$ cat config.mk
export PLATFORM = sky130hd
export DESIGN_NAME = cpu_bus_target
export DESIGN_NICKNAME = d
export VERILOG_FILES = /design/src/rtl/cpu_bus_pkg.sv /design/src/rtl/cpu_bus_dma.sv /design/src/rtl/cpu_bus_target.sv
export SDC_FILE = /design/constraint.sdc
export NUM_CORES = 1
export LEC_CHECK = 0
export ABC_CLOCK_PERIOD_IN_PS = 1750
export BUFFER_PORTS_ARGS = -buffer_cell sky130_fd_sc_hd__buf_2
export CAP_MARGIN = 5
export CELL_PAD_IN_SITES_DETAIL_PLACEMENT = 2
export CELL_PAD_IN_SITES_GLOBAL_PLACEMENT = 2
export CORE_UTILIZATION = 29
export DETAILED_ROUTE_END_ITERATION = 8
export PLACE_DENSITY = 0.65
export REMOVE_ABC_BUFFERS = 1
export SLEW_MARGIN = 10
export SYNTH_ARGS = -nofsm -noshare
export SYNTH_HDL_FRONTEND = slang
export SYNTH_SLANG_ARGS = --single-unit
$ cat constraint.sdc
create_clock -name clk -period 1.75 [get_ports clk]
set_input_delay 0.0875 -clock clk [delete_from_list [all_inputs] [get_ports clk]]
set_output_delay 0.0875 -clock clk [all_outputs]
set_load 0.03 [all_outputs]
$ cat src/rtl/cpu_bus_pkg.sv
// Shared types and constants for the CPU bus responder.
// Region decode, DMA state codes and the fixed map boundaries.
package cpu_bus_pkg;

  typedef enum logic [2:0] {
    RGN_MEM,
    RGN_OAM,
    RGN_UNUSED,
    RGN_IO,
    RGN_HRAM,
    RGN_IE,
    RGN_DMAREG
  } region_t;

  localparam logic [15:0] OAM_BASE     = 16'hFE00;
  localparam logic [15:0] UNUSED_BASE  = 16'hFEA0;
  localparam logic [15:0] IO_BASE      = 16'hFF00;
  localparam logic [15:0] HRAM_BASE    = 16'hFF80;
  localparam logic [15:0] IE_ADDR      = 16'hFFFF;
  localparam logic [15:0] DMA_REG_ADDR = 16'hFF46;
  localparam logic [7:0]  OPEN_BUS     = 8'hFF;

  typedef logic [1:0] dma_state_t;
  localparam dma_state_t DMA_IDLE  = 2'd0;
  localparam dma_state_t DMA_START = 2'd1;
  localparam dma_state_t DMA_RD    = 2'd2;
  localparam dma_state_t DMA_WR    = 2'd3;

  // FF46 only leaves the I/O window when the DMA engine exists
  function automatic region_t decode(
    input logic [15:0] a,
    input logic        dma_en
  );
    if (a < OAM_BASE) return RGN_MEM;
    if (a < UNUSED_BASE) return RGN_OAM;
    if (a < IO_BASE) return RGN_UNUSED;
    if (a < HRAM_BASE)
      return (dma_en && a == DMA_REG_ADDR) ? RGN_DMAREG : RGN_IO;
    if (a == IE_ADDR) return RGN_IE;
    return RGN_HRAM;
  endfunction

endpackage

$ cat src/rtl/cpu_bus_dma.sv
// OAM DMA engine: copies DMA_LEN bytes from {src,00h} into OAM,
// one read clock and one write clock per byte.
module cpu_bus_dma
  import cpu_bus_pkg::*;
#(
  parameter int DMA_LEN = 160
) (
  input  logic        clk,
  input  logic        rst,
  input  logic        start,
  input  logic [7:0]  src,
  input  logic [7:0]  mem_din,
  output logic        active,
  output logic [15:0] mem_a,
  output logic        mem_rd,
  output logic [7:0]  oam_a,
  output logic [7:0]  oam_dout,
  output logic        oam_wr
);

  localparam logic [7:0] LAST = 8'(DMA_LEN - 1);

  dma_state_t state;
  logic [7:0] src_q;
  logic [7:0] idx;
  logic [7:0] data;

  always_ff @(posedge clk or posedge rst) begin
    if (rst) begin
      state <= DMA_IDLE;
      src_q <= '0;
      idx   <= '0;
      data  <= '0;
    end else if (start) begin
      state <= DMA_START;
      src_q <= src;
      idx   <= '0;
    end else begin
      case (state)
        DMA_START: state <= DMA_RD;
        DMA_RD: begin
          data  <= mem_din;
          state <= DMA_WR;
        end
        DMA_WR: begin
          if (idx == LAST) begin
            state <= DMA_IDLE;
          end else begin
            idx   <= idx + 8'd1;
            state <= DMA_RD;
          end
        end
        default: state <= DMA_IDLE;
      endcase
    end
  end

  assign active   = (state != DMA_IDLE);
  assign mem_a    = {src_q, 8'h00} + {8'h00, idx};
  assign mem_rd   = (state == DMA_RD);
  assign oam_a    = idx;
  assign oam_dout = data;
  assign oam_wr   = (state == DMA_WR);

endmodule

$ cat src/rtl/cpu_bus_target.sv
// CPU bus responder: decode, HRAM/IE, registered read data.
// OAM DMA engine present only when CPU_BUS_OAM_DMA_EN is defined.
module cpu_bus_target
  import cpu_bus_pkg::*;
#(
  parameter int DMA_LEN    = 160,
  parameter int HRAM_DEPTH = 127
) (
  input  logic        clk,
  input  logic        rst,
  input  logic [15:0] cpu_a,
  input  logic [7:0]  cpu_dout,
  output logic [7:0]  cpu_din,
  input  logic        cpu_rd,
  input  logic        cpu_wr,
  output logic [15:0] mem_a,
  output logic [7:0]  mem_dout,
  input  logic [7:0]  mem_din,
  output logic        mem_rd,
  output logic        mem_wr,
  output logic [7:0]  oam_a,
  output logic [7:0]  oam_dout,
  input  logic [7:0]  oam_din,
  output logic        oam_rd,
  output logic        oam_wr,
  output logic [6:0]  io_a,
  output logic [7:0]  io_dout,
  input  logic [7:0]  io_din,
  output logic        io_rd,
  output logic        io_wr,
  output logic [7:0]  ie,
  output logic        dma_active
);

`ifdef CPU_BUS_OAM_DMA_EN
  localparam logic DMA_EN = 1'b1;
`else
  localparam logic DMA_EN = 1'b0;
`endif

  region_t sel;
  logic    rd;
  logic    wr;
  logic    lock;

  assign sel = decode(cpu_a, DMA_EN);
  // a simultaneous rd+wr is a write
  assign wr  = cpu_wr;
  assign rd  = cpu_rd & ~cpu_wr;

  logic [15:0] dma_mem_a;
  logic        dma_mem_rd;
  logic [7:0]  dma_oam_a;
  logic [7:0]  dma_oam_dout;
  logic        dma_oam_wr;
  logic [7:0]  dma_reg;

`ifdef CPU_BUS_OAM_DMA_EN
  logic dma_start;
  assign dma_start = wr && (sel == RGN_DMAREG);

  cpu_bus_dma #(
    .DMA_LEN(DMA_LEN)
  ) u_dma (
    .clk     (clk),
    .rst     (rst),
    .start   (dma_start),
    .src     (cpu_dout),
    .mem_din (mem_din),
    .active  (lock),
    .mem_a   (dma_mem_a),
    .mem_rd  (dma_mem_rd),
    .oam_a   (dma_oam_a),
    .oam_dout(dma_oam_dout),
    .oam_wr  (dma_oam_wr)
  );

  always_ff @(posedge clk or posedge rst) begin
    if (rst) dma_reg <= '0;
    else if (dma_start) dma_reg <= cpu_dout;
  end
`else
  assign lock         = 1'b0;
  assign dma_mem_a    = '0;
  assign dma_mem_rd   = 1'b0;
  assign dma_oam_a    = '0;
  assign dma_oam_dout = '0;
  assign dma_oam_wr   = 1'b0;
  assign dma_reg      = '0;
`endif

  assign dma_active = lock;

  // outputs forced low combinationally so reset acts without a clock
  always_comb begin
    mem_a    = '0;
    mem_dout = '0;
    mem_rd   = 1'b0;
    mem_wr   = 1'b0;
    oam_a    = '0;
    oam_dout = '0;
    oam_rd   = 1'b0;
    oam_wr   = 1'b0;
    io_a     = '0;
    io_dout  = '0;
    io_rd    = 1'b0;
    io_wr    = 1'b0;
    if (!rst) begin
      if (lock) begin
        mem_a    = dma_mem_a;
        mem_rd   = dma_mem_rd;
        oam_a    = dma_oam_a;
        oam_dout = dma_oam_dout;
        oam_wr   = dma_oam_wr;
      end else begin
        mem_a    = cpu_a;
        mem_dout = cpu_dout;
        mem_rd   = rd && (sel == RGN_MEM);
        mem_wr   = wr && (sel == RGN_MEM);
        oam_a    = cpu_a[7:0];
        oam_dout = cpu_dout;
        oam_rd   = rd && (sel == RGN_OAM);
        oam_wr   = wr && (sel == RGN_OAM);
      end
      io_a    = cpu_a[6:0];
      io_dout = cpu_dout;
      io_rd   = rd && (sel == RGN_IO);
      io_wr   = wr && (sel == RGN_IO);
    end
  end

  logic [7:0] hram [HRAM_DEPTH];
  logic [6:0] hidx;

  assign hidx = cpu_a[6:0];

  always_ff @(posedge clk) begin
    if (wr && sel == RGN_HRAM) hram[hidx] <= cpu_dout;
  end

  always_ff @(posedge clk or posedge rst) begin
    if (rst) ie <= '0;
    else if (wr && sel == RGN_IE) ie <= cpu_dout;
  end

  logic [7:0] rdata;

  always_comb begin
    rdata = 8'h00;
    unique case (sel)
      RGN_MEM:    rdata = lock ? OPEN_BUS : mem_din;
      RGN_OAM:    rdata = lock ? OPEN_BUS : oam_din;
      RGN_IO:     rdata = io_din;
      RGN_HRAM:   rdata = hram[hidx];
      RGN_IE:     rdata = ie;
      RGN_DMAREG: rdata = dma_reg;
      default:    rdata = 8'h00;
    endcase
  end

  always_ff @(posedge clk or posedge rst) begin
    if (rst) cpu_din <= '0;
    else if (rd) cpu_din <= rdata;
  end

endmodule

---- Word level (Yosys, flattened, before mapping) ----
Memory sizes are Yosys's and may differ from the RTL's.
Index checks and enable logic that the tools add are counted.
word-level totals
  memories kept ........................... 1
  RAM bits ................................ 1016
  input port bits ......................... 52
  flip-flop bits (word level) ............. 16
  logic and storage cells ................. 61
memories
  name  depth  width  rd ports  clocked after Yosys merged registers in  wr ports  RTL line               text
  hram  127    8      1         0                                        1         cpu_bus_target.sv:132  logic [7:0] hram [HRAM_DEPTH];
cells by class
  reduce and logical (&&, ||, !) cells .... 9
  equality and inequality tests ........... 5
  multiplexer cells ....................... 38
  order comparisons ....................... 4
  bitwise operators ....................... 2
operators with widths
  operator              count
  $lt 16x16->1 const B  4
  $pmux 8 s5            1
  $mux 3                10
  $mux 1                23
  $eq 16x16->1 const B  1
  $mux 16               1
  $mux 8                2
  $logic_and 1x1->1     8
  $mux 7                1
  $eq 3x3->1 const B    2
  $eq 3x1->1 const B    1
  $eq 3x2->1 const B    1
  $logic_not 3->1       1
  $and 1x1->1           1
  $not 1->1             1

---- Depth between registers and ports, before layout ----
Gate-level depths: netlist of run 1.
  word-level depth ........................ 21
  mapped depth ............................ 12
  mapped depth without buffers ............ 7

---- Worst setup path before layout of run 1 ----
Ideal clock, no wire load.
  kind .................................... input to register
  from .................................... input cpu_a[6]
  to ...................................... memory hram[67][0] (enable)
  cell stages on the path ................. 10
  path slack .............................. -585 ps
  setup time .............................. 370 ps
  arrival time ............................ 1965 ps
  path buffers ............................ 4
  data required time ...................... 1380 ps
  path through ............................ buf_2 and2_1 buf_2 nand2_2 o2111a_1 and2_1 buf_2 nand4_1 buf_2 nor2_1
on the way
  word-level cells in the longest chain between the ends .. 15
RTL lines
  what                                                   RTL line               text
  from (decl)                                            cpu_bus_target.sv:11   input logic [15:0] cpu_a,
  branches (longest 15 deep; another with $lt 16x16->1)  n/a
  to (decl)                                              cpu_bus_target.sv:132
Several ways; the timed one is not identified. The select of a mux whose other input is x is not followed.

---- Worst setup path after layout of run 1 ----
  from .................................... memory hram[76][5]
  to ...................................... register cpu_din[5]
on the way
  word-level cells in the longest chain between the ends .. 2
RTL lines
  what                  RTL line               text
  $mem_v2 127x8         n/a
  $pmux 8 s5            cpu_bus_target.sv:150  unique case (sel)
  to (signal assigned)  cpu_bus_target.sv:163  else if (rd) cpu_din <= rdata;
  to (decl)             cpu_bus_target.sv:13   output logic [7:0] cpu_din,
Every way passes these cells.
A chain may end at the register's enable or synchronous reset.

==> results of run 1 <==
==> kinds of logic (layout without fill, tap and decap cells) <==
logic type | after synthesis | after routing | share of synthesized area (%)
AOI/OAI and AO/OA | 386 | 386 | 6.38
buffers and inverters | 183 | 777 | 3.10
DFF | 1032 | 1032 | 74.5
muxes | 322 | 322 | 12.0
other | 1 | 2 | 0.00904
and+or+nand+nor | 377 | 377 | 4.04
==> path summary, 6_finish.rpt <==
check	to	slack, ns	start
worst min register to register	ie[1]	0.57	ie[1]
worst max register to register	cpu_din[5]	-0.45	hram[76][5]
worst min-delay path	hram[27][1]	0.03	cpu_dout[1]
worst max-delay path	cpu_din[5]	-0.45	hram[76][5]
min in group asynchronous	ie[0]	0.59	rst
max in group asynchronous	cpu_din[5]	0.96	rst
==> layer usage <==
metal / routed length, um / part of all wire [%]
met5: 42 / 0.027
met4: 5730 / 3.6
met3: 12900 / 8.2
met2: 75800 / 48
met1: 63600 / 40
==> critical path: stages, from the launching register on <==
cell      delay [ns]
edfxtp_1        0.41
mux4_2          0.52
mux4_2          0.49
a211o_4         0.39
o21ai_4         0.17
o31ai_4         0.09
==> repair_timing <==
item | CTS | global route
hold endpoints to repair | 179 | 0
hold buffers | 22 | 0
endpoints found under the setup margin | 813 | 256
gates resized for setup | 275 | 39
pin swaps | 30 | 14
buffers inserted | 1 | 0
==> power by group <==
group / internal (mW) / total [mW] / switching, mW / leakage (nW)
Combinational: 1.53 / 4.30 / 2.77 / 6.03
Sequential: 27.2 / 27.2 / 0.0636 / 9.34
Clock: 12.4 / 22.6 / 10.2 / 1.66
Total: 41.1 / 54.1 / 13.0 / 17.0
==> registers in the layout (all words and copies together), names as in the netlist <==
signal / flops
hram: 1016
cpu_din: 8
ie: 8
==> metrics by stage <==
step,std cells,power [mW],utilization (%),setup WS (ns),cell area (um^2)
2_1_floorplan,2125,28.9,-,-0.628,40200
3_3_place_gp,4561,31.6,33.2,-1.45,47100
3_5_place_dp,4561,31.7,33.2,-1.65,47100
4_1_cts,4787,54.3,36.6,-0.424,51800
5_1_grt,4785,55.3,36.7,-0.479,52000
6_report,4786,54.1,36.7,-0.448,52000
==> area by class of cell <==
cell class	instances	area [um^2]	share of cell area (%)
Timing Repair Buffer	565	4780	9.20
Clock buffer	137	2920	5.61
Tap cell	1890	2360	4.55
Inverter	7	26.3	0.0506
Sequential cell	1032	30900	59.5
Antenna cell	1	2.50	0.00482
Clock inverter	68	487	0.937
Multi-Input combinational cell	1086	10500	20.2
==> cells in the mapped netlist (all sizes together), types with 4 or more instances <==
master      n
buf       142
a2111oi     7
nand2b     12
nand2      81
nor3        8
and3       10
o41ai       4
mux2i     104
mux4      127
o211ai      9
a21oi      79
nand3      12
and2        5
o31ai       8
nor2      194
o21ai      52
a211o       4
a221o       8
edfxtp   1016
or2         7
a32oi       4
a211oi     27
mux2       91
o22ai      79
a31oi       8
dfrtp      16
nor2b      32
a22oi       7
inv         7
o221ai     47
clkbuf     34
a221oi     14
or3         4
==> qor.yml, run 1 <==
io_pins: 130
rsz0062_at_grt: "true"
irDropWorstVdd_uv: 998
gr-usage-met1_pct: 27.7
antenna_found_initial: 12
drive_above_1_share_pct: 38.1
most-common-layout-cells: "edfxtp_1 (1,016), buf_4 (359), mux4_2 (123), buf_2 (116), clkbuf_16 (113)"
met3_usage_pct: 5.21
endpoint_kind: "flop"
gp_congestion: 0.951
arrival_ns: 2.79
synthArstFlopShare_pct: 1.55
p_per_area_nw_per_um2: 1040
yosys.area.top_type_share_pct: 73.5
nNetsFinal: 2855
clock_sinks: 1032
firstDrtPassIters: 5
placementRows: 138
grt_pass1_wl_um: 223000
drt_iter0_drc: 2989
drv_cap: 0
required_ns: 2.34
fin_ws_ns: -0.448
hold_viol: 0
max_freq_ghz: 0.455
ys_seq_area_share_pct: 74.5
status: "finished, violations left"
leakage_nw: 17.0
grt_max_degree: 72
gr-total-overflow: 0
synth-edff-count: 1016
holdCritPathClass: "primary input to flop"
wl_per_cell_um: 33.0
start_kind: "flop"
period_needed_ns: 2.20
finClkSkew_ns: 0.0337
grtUsageTotal_pct: 21.7
cts_max_path_buffers: 3
ys_warn_count: 0
tightest_slew_ns: 0.667
cp_max_fo: 1
vias: 25700
die_h_um: 380
post-route-period-util_pct: 126
synthFlopType: "edfxtp_1"
failed_checks: "negative setup slack"
drv_slew: 0
netlist_area_um2: 41500
synth_top_area_cell: "edfxtp_1"
synth.avg_cell_area_um2: 18.0
avgViaCountPerCell: 5.36
cts.clk_slew.worst_paths_ns: 0.06
setup_viol: 17
synthDistinctLibCells: 70
cts_root_buf: "clkbuf_16"
holdWs_ns: 0.0287
reg2reg_depth: 5
die_area_um2: 145000
port_buffers: 128
final_common_cell: "edfxtp_1"
cts_max_level: 3
synth-seq-cells: 1032
grt.met2_usage_pct: 35.6
fillers: 13800
ys_top_cells_by_area: "edfxtp_1 (74%), mux4_2 (6.4%), mux2i_1 (2.5%), mux2_2 (2.5%), nor2_1 (1.7%)"
die_x_um: 380
start_util_pct: 29.3
hold_depth: 2
core-area_um2: 142000
maxSlewHeadroom_pct: 55.4
top_usage_layer: "met2"
cts_tree: "done"
hpwlAfterDp_um: 109000
finalWirelength_um: 158000
setup_tns_ns: -2.64
grt_pass1_vias: 28000
clk_latency_ns: 0.72
areaGrowthSynthToFinish_pct: 25.3
synthCells: 2301
drcViolationCount: 0
numCtsBuffers: 111
ant_nets: 0
crit_type: "flop to flop"
No activity file was read; power rests on OpenSTA's default activity.
==> run 2, diff against run 1 <==
--- a/config.mk
+++ b/config.mk
@@ -5,10 +5,9 @@
 export SDC_FILE = /design/constraint.sdc
 export NUM_CORES = 1
 export LEC_CHECK = 0
-export ABC_CLOCK_PERIOD_IN_PS = 1750
 export BUFFER_PORTS_ARGS = -buffer_cell sky130_fd_sc_hd__buf_2
 export CAP_MARGIN = 5
-export CELL_PAD_IN_SITES_DETAIL_PLACEMENT = 2
+export CELL_PAD_IN_SITES_DETAIL_PLACEMENT = 0
 export CELL_PAD_IN_SITES_GLOBAL_PLACEMENT = 2
 export CORE_UTILIZATION = 29
 export DETAILED_ROUTE_END_ITERATION = 8
==> constraint.sdc (replaced) <==
create_clock -name clk -period 1.75 [get_ports clk]
set_input_delay 0.0875 -clock clk [delete_from_list [all_inputs] [get_ports clk]]
set_output_delay 0.0875 -clock clk [all_outputs]
set_load 0.005 [all_outputs]
==> qor.yml, run 2 (synthesized netlist as in run 1, its figures left out) <==
drt_iter0_drc: 2924
wl_per_cell_um: 28.8
fin_ws_ns: -0.510
core-area_um2: 142000
grtUsageTotal_pct: 18.7
grt_pass1_vias: 25100
cpPeakStageDelay_ns: 0.88
areaGrowthSynthToFinish_pct: 25.2
status: "finished, violations left"
arrival_ns: 2.86
firstDrtPassIters: 5
holdWs_ns: -0.00214
finalWirelength_um: 138000
io_pins: 130
largest_reg_flops: 1016
clkPwrFrac_pct: 42.2
setup_viol: 12
path_cells: "mux2_2 -> o22ai_1 -> buf_4 -> o311ai_1 -> buf_4 -> a311oi_2 -> o31ai_1"
avgViaCountPerCell: 5.15
critical_path.most_common_cell: "buf_4"
die_x_um: 380
die_h_um: 380
die_area_um2: 145000
failed_checks: "negative hold slack, negative setup slack"
cts_root_buf: "clkbuf_16"
rsz0062_at_grt: "true"
p_per_area_nw_per_um2: 1040
hpwlAfterDp_um: 95300
p_comb_share_pct: 7.3
start_util_pct: 29.3
cp_max_fo: 1
drv_cap: 0
cts.clk_slew.worst_paths_ns: 0.06
crit_type: "flop to flop"
cts_max_level: 3
ant_nets: 0
drcViolationCount: 0
switchingPower_mw: 12.2
cts_tree: "done"
gr-total-overflow: 0
largest_register: "hram"
swShare_pct: 22.6
antenna_found_initial: 1
final_common_cell: "edfxtp_1"
max_freq_ghz: 0.443
drv_slew: 0
clk_latency_ns: 0.69
endpoint_kind: "flop"
post-route-period-util_pct: 129
seqPwrFrac_pct: 50.5
cp_top_family: "compound AO/OA/AOI/OAI gates"
gp_congestion: 0.899
cp_slowest_cell: "o311ai_1"
top_regs: "hram: 1016 flops, cpu_din: 8 flops, ie: 8 flops"
clock_sinks: 1032
finClkSkew_ns: 0.0213
numCtsBuffers: 108
grt_max_degree: 100
holdCritPathClass: "primary input to flop"
period_needed_ns: 2.26
most-common-layout-cells: "edfxtp_1 (1,016), buf_4 (358), mux4_2 (123), buf_2 (117), clkbuf_16 (109)"
irDropWorstVdd_uv: 796
leakage_nw: 17.1
intPower_mw: 41.7
grt_pass1_wl_um: 194000
antenna_cells: 0
placementRows: 138
hold_viol: 1
crit_buf_inv: 2
port_buffers: 128
vias: 24600
maxSlewHeadroom_pct: 23.3
cts_max_path_buffers: 3
drive_above_1_share_pct: 38.7
tightest_slew_ns: 1.15
nNetsFinal: 2851
start_kind: "flop"
required_ns: 2.35
setup_tns_ns: -2.01
-- run 2: worst paths after layout --
kind | startpoint | to | slack (ns) | depth (start not counted)
min in group asynchronous | rst | cpu_din[6] | 0.22 | 4
max | hram[31][0] | cpu_din[0] | -0.51 | 7
min | oam_din[6] | cpu_din[6] | -0.002 | 6
max in group asynchronous | rst | ie[4] | 1.21 | 4
max reg2reg | hram[31][0] | cpu_din[0] | -0.51 | 7
min reg2reg | ie[5] | ie[5] | 0.56 | 1
-- run 2: layout make-up --
type                            count  area, um^2
Clock buffer                      127        2800
Sequential cell                  1032       30900
Clock inverter                     76         682
Fill cell                       13100       89800
Multi-Input combinational cell   1086       10400
Inverter                            7        30.0
Timing Repair Buffer              564        4760
Tap cell                         1890        2360
-- run 2: metal layers --
metal	up-vias	track usage, %	share of wire [%]
met5	-	0	0
met1	13000	25.7	43
met3	202	4.13	8.3
met2	1143	30.0	47
li1	10300	-	-
met4	0	4.72	2.5
-- run 2: power by group through the flow --
| stage | clock (mW) | combinational, mW | sequential (mW) |
|---|---|---|---|
| 2_1_floorplan | 0 | 1.07 | 27.7 |
| 3_5_place_dp | 0 | 3.70 | 27.7 |
| 4_1_cts | 23.0 | 3.89 | 27.2 |
| 3_3_place_gp | 0 | 3.70 | 27.7 |
| 6_report | 22.7 | 3.95 | 27.2 |
| 5_1_grt | 23.9 | 4.11 | 27.2 |
-- run 2: through the flow --
stage | util (%) | power (mW) | instance area, um^2 | instances | setup WS (ns)
2_1_floorplan | - | 28.8 | 40200 | 2125 | -0.628
3_3_place_gp | 33.2 | 31.4 | 47100 | 4559 | -1.50
3_5_place_dp | 33.2 | 31.4 | 47100 | 4559 | -1.39
4_1_cts | 36.5 | 54.1 | 51700 | 4782 | -0.420
5_1_grt | 36.6 | 55.2 | 51900 | 4782 | -0.453
6_report | 36.6 | 53.9 | 51900 | 4782 | -0.510
-- run 2: worst min-delay path, delay by kind of cell --
| family | cells | cell delay [ns] |
|---|---|---|
| compound gates | 4 | 0.36 |
| buf+inv | 2 | 0.20 |
-- run 2: what timing repair did --
item | 4_1_cts | 5_1_grt
pin swaps | 40 | 33
setup buffers | 1 | 1
setup endpoints to repair | 841 | 532
resized for setup | 232 | 63
hold buffers | 22 | 0
hold endpoints to repair | 202 | 0
